==> src/rtl/if_id_instr_queue.sv <==
// IF-to-ID instruction queue: in-order FIFO of fetched PC/instruction/exception/prediction entries with flush.
// Optional same-cycle empty-queue bypass from IF to ID is enabled by defining IQ_BYPASS_EN.
module if_id_instr_queue #(
    parameter int DEPTH  = 4,
    parameter int EXC_W  = 8,
    parameter int PRED_W = 34
) (
    input  logic                       clk,
    input  logic                       resetn,
    input  logic                       flush,
    input  logic                       enq_valid,
    output logic                       enq_ready,
    input  logic [31:0]                enq_pc,
    input  logic [31:0]                enq_instr,
    input  logic [EXC_W-1:0]           enq_except,
    input  logic [PRED_W-1:0]          enq_pred,
    output logic                       deq_valid,
    input  logic                       deq_ready,
    output logic [31:0]                deq_pc,
    output logic [31:0]                deq_instr,
    output logic [EXC_W-1:0]           deq_except,
    output logic [PRED_W-1:0]          deq_pred,
    output logic [$clog2(DEPTH):0]     count
);

    localparam int PTR_W = $clog2(DEPTH);
    localparam int CNT_W = PTR_W + 1;

    logic [PTR_W-1:0]  rd_ptr;
    logic [PTR_W-1:0]  wr_ptr;
    logic [CNT_W-1:0]  count_q;

    logic [31:0]       mem_pc     [DEPTH];
    logic [31:0]       mem_instr  [DEPTH];
    logic [EXC_W-1:0]  mem_except [DEPTH];
    logic [PRED_W-1:0] mem_pred   [DEPTH];

    logic full;
    logic empty;
    logic byp_show;
    logic byp_take;
    logic enq_fire;
    logic deq_fire;

    assign full  = (count_q == CNT_W'(DEPTH));
    assign empty = (count_q == '0);

    // A full queue refuses even when the head drains this cycle.
    assign enq_ready = resetn & ~full & ~flush;

`ifdef IQ_BYPASS_EN
    assign byp_show = resetn & empty & enq_valid & ~flush;
`else
    assign byp_show = 1'b0;
`endif
    assign byp_take = byp_show & deq_ready;

    assign deq_valid = (~empty & ~flush) | byp_show;

    // Bypassed entries are consumed straight from IF and never stored.
    assign enq_fire = enq_valid & enq_ready & ~byp_take;
    assign deq_fire = ~empty & ~flush & deq_ready;

    always_comb begin
        deq_pc     = '0;
        deq_instr  = '0;
        deq_except = '0;
        deq_pred   = '0;
        if (byp_show) begin
            deq_pc     = enq_pc;
            deq_instr  = enq_instr;
            deq_except = enq_except;
            deq_pred   = enq_pred;
        end else if (deq_valid) begin
            deq_pc     = mem_pc[rd_ptr];
            deq_instr  = mem_instr[rd_ptr];
            deq_except = mem_except[rd_ptr];
            deq_pred   = mem_pred[rd_ptr];
        end
    end

    always_ff @(posedge clk or negedge resetn) begin
        if (!resetn) begin
            rd_ptr  <= '0;
            wr_ptr  <= '0;
            count_q <= '0;
            for (int i = 0; i < DEPTH; i++) begin
                mem_pc[i]     <= '0;
                mem_instr[i]  <= '0;
                mem_except[i] <= '0;
                mem_pred[i]   <= '0;
            end
        end else if (flush) begin
            count_q <= '0;
            rd_ptr  <= wr_ptr;
        end else begin
            if (enq_fire) begin
                mem_pc[wr_ptr]     <= enq_pc;
                mem_instr[wr_ptr]  <= enq_instr;
                mem_except[wr_ptr] <= enq_except;
                mem_pred[wr_ptr]   <= enq_pred;
                wr_ptr             <= wr_ptr + PTR_W'(1);
            end
            if (deq_fire) begin
                rd_ptr <= rd_ptr + PTR_W'(1);
            end
            case ({enq_fire, deq_fire})
                2'b10:   count_q <= count_q + CNT_W'(1);
                2'b01:   count_q <= count_q - CNT_W'(1);
                default: count_q <= count_q;
            endcase
        end
    end

    assign count = count_q;

endmodule
==> config.mk <==
export PLATFORM = sky130hd
export DESIGN_NAME = if_id_instr_queue
export DESIGN_NICKNAME = d
export VERILOG_FILES = /design/src/rtl/if_id_instr_queue.sv
export SDC_FILE = /design/constraint.sdc
export NUM_CORES = 1
export LEC_CHECK = 0
export CORE_MARGIN = 2
export CORE_UTILIZATION = 40
export DETAILED_ROUTE_END_ITERATION = 12
export GPL_ROUTABILITY_DRIVEN = 0
export SLEW_MARGIN = 30
export SYNTH_ARGS = -nofsm -noshare
export SYNTH_HDL_FRONTEND = slang
export SYNTH_SLANG_ARGS = --single-unit
export TNS_END_PERCENT = 1
==> constraint.sdc <==
create_clock -name clk -period 2.3 [get_ports clk]
set_input_delay 0.46 -clock clk [delete_from_list [all_inputs] [get_ports clk]]
set_output_delay 0.46 -clock clk [all_outputs]
set_load 0.005 [all_outputs]
==> flow_summary.toml <==
[status]
status = "finished, violations left"
violations = "setup timing"

[yosys]
synth_top_area_share_pct = 54.3
synthAdderAreaFrac_pct = 0.353
synth.area.mux_share_pct = 38.5
synth-compound-area-share_pct = 0.315
ys_warn_count = 0
ys.flop_type = "dfrtp_1"
synth-seq-cells = 431
synth_area_per_cell_um2 = 16.7
synth.area.top_cells = "dfrtp_1 54%, mux2_2 17%, mux4_2 12%"
synthCells = 1192
syn_area_um2 = 19900
synth_top_family_by_area = "multiplexers"
synth_top_area_cell = "dfrtp_1"
synthArstFlopShare_pct = 100
synth-simple-area-share_pct = 3.91
ys_types = 29
ys_seq_area_share_pct = 54.3
synth_edf_count = 0
syn_nets = 1308
synthXorXnorAreaFrac_pct = 0.176

[flow_run]
cap_violations = 0

[cts]
cts_max_level = 2
clk_latency_ns = 0.57
clk_pin_slew_ns = 0.05
numCtsBuffers = 49
root_buffer = "clkbuf_16"
cts.hold.buffers_added = 0
clock_sinks = 431
cts_tree = "done"
cts_buffer_depth = 3

[power_and_ir_drop]
pwr-share-clk_pct = 21.5
switching_share_pct = 27.7
powerDensity_nw_per_um2 = 1360
p_switching_mw = 9.65
pwr-share-comb_pct = 40.8
vdd_drop_max_mv = 0.831
p_seq_share_pct = 37.7
intPower_mw = 25.2
p_leak_nw = 12.0
power_mw = 34.8

[floorplan]
die-area_um2 = 51500
die_w_um = 227
start_util_pct = 40.6
coreArea_um2 = 49000
dieHeight_um = 227
rows = 81
pin_count = 222

[critical_path]
required_ns = 1.84
slowest_stage = "dfrtp_4"
cp-start-kind = "register"
crit_path_max_incr_delay_ns = 0.53
critical_path_class = "reg2out"
cp_num_buf_inv = 5
path_common_cell = "buf_12"
crit_family = "buffers and inverters"
path_cells = "buf_12, buf_12, buf_12, buf_8, mux4_2, and2_4, clkbuf_2"
endpoint_kind = "output port"
cp_max_fo = 6
worstPathArrival_ns = 2.39

[detailed_routing]
via_per_inst = 5.12
wl_um = 45800
drt-initial-drc-count = 386
drc = 0
first_pass_iters = 4
ant_nets = 0
vias = 11300
wl_per_cell_um = 20.8

[placed_design]
dp_slack_ns = -0.291
dpl.hpwl_um = 29400
place_inst = 2087
portBuffers = 221

[timing]
min_period_over_period_pct = 124
finalHoldViolCount = 0
postLayoutSetupSlackWorst_ns = -0.548
slew_violations = 0
finalSetupTns_ns = -43.80
min_period_ns = 2.85
setup_viol = 106
rsz0062_at_grt = "true"
skew_ns = 0.0108
worst_pin_slew_ns = 0.673
slew_headroom_pct = 55.1
max_freq_mhz = 351

[hold_path]
hp-class = "in2async"

[final_layout]
syn_to_final_growth_pct = 29.2
stdcell_count = 2204
n_antenna_cell = 0
drive_above_1_share_pct = 56.3
nets = 1623

[global_routing]
grt-ovfl-total = 0
track_usage_pct = 18.0
grt_pass1_wl_um = 71500
grt_max_degree = 173
grt_pass1_vias = 12300
antenna_found_initial = 5
==> state kept, by name, summed over array words and instances, names as in the netlist <==
name,count
mem_pred,136
mem_pc,128
wr_ptr,2
mem_except,32
count,3
mem_instr,128
rd_ptr,2
==> what timing repair did <==
action,in CTS,in global routing
resized for setup,228,135
pin swaps,15,1
endpoints found under the setup margin,108,108
buffers inserted,5,21
gates cloned,1,5
==> final timing paths <==
kind	startpoint	end	slack [ns]	cells past startpoint
worst min-delay path	resetn	mem_instr[113]	0.17	3
min in group clk	flush	count[2]	0.45	3
worst max-delay path	rd_ptr[0]	deq_pred[15]	-0.55	7
max in group asynchronous	resetn	mem_pc[17]	1.17	4
worst min register to register	mem_instr[97]	mem_instr[97]	0.50	1
worst max register to register	count[0]	count[2]	0.23	9
==> synth_stat cells, types with 2 or more instances <==
master,n
dfrtp_1,431
mux2_2,305
mux2_4,120
and2_1,106
mux4_2,106
buf_2,40
clkbuf_1,19
buf_6,15
nand2_1,5
nand2b_1,5
buf_4,4
ha_1,4
o21ai_0,4
xnor2_1,4
buf_1,3
nand2_2,3
inv_1,2
mux2i_1,2
nor2_1,2
nor2_2,2
nor3_1,2
==> routing by layer <==
| metal | GRT usage [%] | share of wire, % | up-vias |
|---|---|---|---|
| met5 | 0 | 0.12 | - |
| met4 | 5.22 | 2.0 | 8 |
| met3 | 3.19 | 4.1 | 73 |
| met2 | 27.7 | 46 | 195 |
| met1 | 26.2 | 48 | 6015 |
| li1 | - | - | 4999 |
==> kinds of logic after synthesis <==
logic type      count (synthesis)
compound gates                  9
simple gates                  127
flops                         431
fa+ha+maj                       5
mux                           533
buf+inv                        83
xor+xnor                        4
==> stage by stage <==
stage / utilization [%] / hold WS (ns) / instance area (um^2)
2_1_floorplan: - / 0.164 / 19900
3_3_place_gp: 48.5 / 0.481 / 23800
3_5_place_dp: 48.5 / 0.487 / 23800
4_1_cts: 52.1 / 0.163 / 25500
5_1_grt: 52.4 / 0.179 / 25700
6_report: 52.4 / 0.172 / 25700
==> cell usage in the layout, fill, tap and decap left out, types with 2 or more instances in the layout <==
master | netlist | routed
and2_1 | 106 | 54
nand2_1 | 5 | 4
clkbuf_16 | 0 | 54
nand2b_1 | 5 | 5
buf_4 | 4 | 50
nor2_1 | 2 | 2
ha_1 | 4 | 4
buf_16 | 0 | 3
inv_1 | 2 | 2
mux4_2 | 106 | 106
buf_2 | 40 | 2
o21ai_0 | 4 | 4
mux2i_1 | 2 | 2
mux2_4 | 120 | 120
clkbuf_2 | 0 | 68
clkdlybuf4s50_1 | 0 | 111
mux2_2 | 305 | 305
buf_12 | 0 | 50
clkdlybuf4s15_1 | 0 | 10
dlymetal6s2s_1 | 0 | 20
and2_4 | 0 | 52
buf_8 | 0 | 9
nand2_8 | 0 | 3
buf_6 | 15 | 15
nor2_4 | 0 | 2
nor3_1 | 2 | 2
dfrtp_1 | 431 | 429
clkbuf_8 | 0 | 11
clkbuf_1 | 19 | 12
xnor2_1 | 4 | 4
dfrtp_4 | 0 | 2
bufinv_16 | 0 | 2
clkinv_2 | 0 | 9
==> worst reg2reg max path, delay by kind of cell (launching register included) <==
kind,cells,cell delay [ns]
buffers and inverters,1,0.17
adders and majority gates,1,0.27
AOI/OAI and AO/OA,4,0.68
and+or+nand+nor,3,0.47
DFF,1,0.38
==> power groups by stage <==
| stage | sequential, mW | clock [mW] | combinational (mW) |
|---|---|---|---|
| after global routing | 13.6 | 8.04 | 15.3 |
| after floorplan | 12.6 | 0 | 8.90 |
| final | 13.1 | 7.48 | 14.2 |
| after CTS | 13.1 | 7.72 | 13.9 |
| after global placement | 13.0 | 0 | 13.4 |
| after detailed placement | 13.2 | 0 | 13.6 |
==> cell type report <==
cell class | instances | area (um^2)
Clock buffer | 72 | 1420
Clock inverter | 12 | 114
Fill cell | 4047 | 23300
Inverter | 2 | 7.51
Multi-Input combinational cell | 678 | 8780
Sequential cell | 431 | 10800
Tap cell | 664 | 831
Timing Repair Buffer | 345 | 3720
Note: power is estimated with default switching activity, not from simulation.
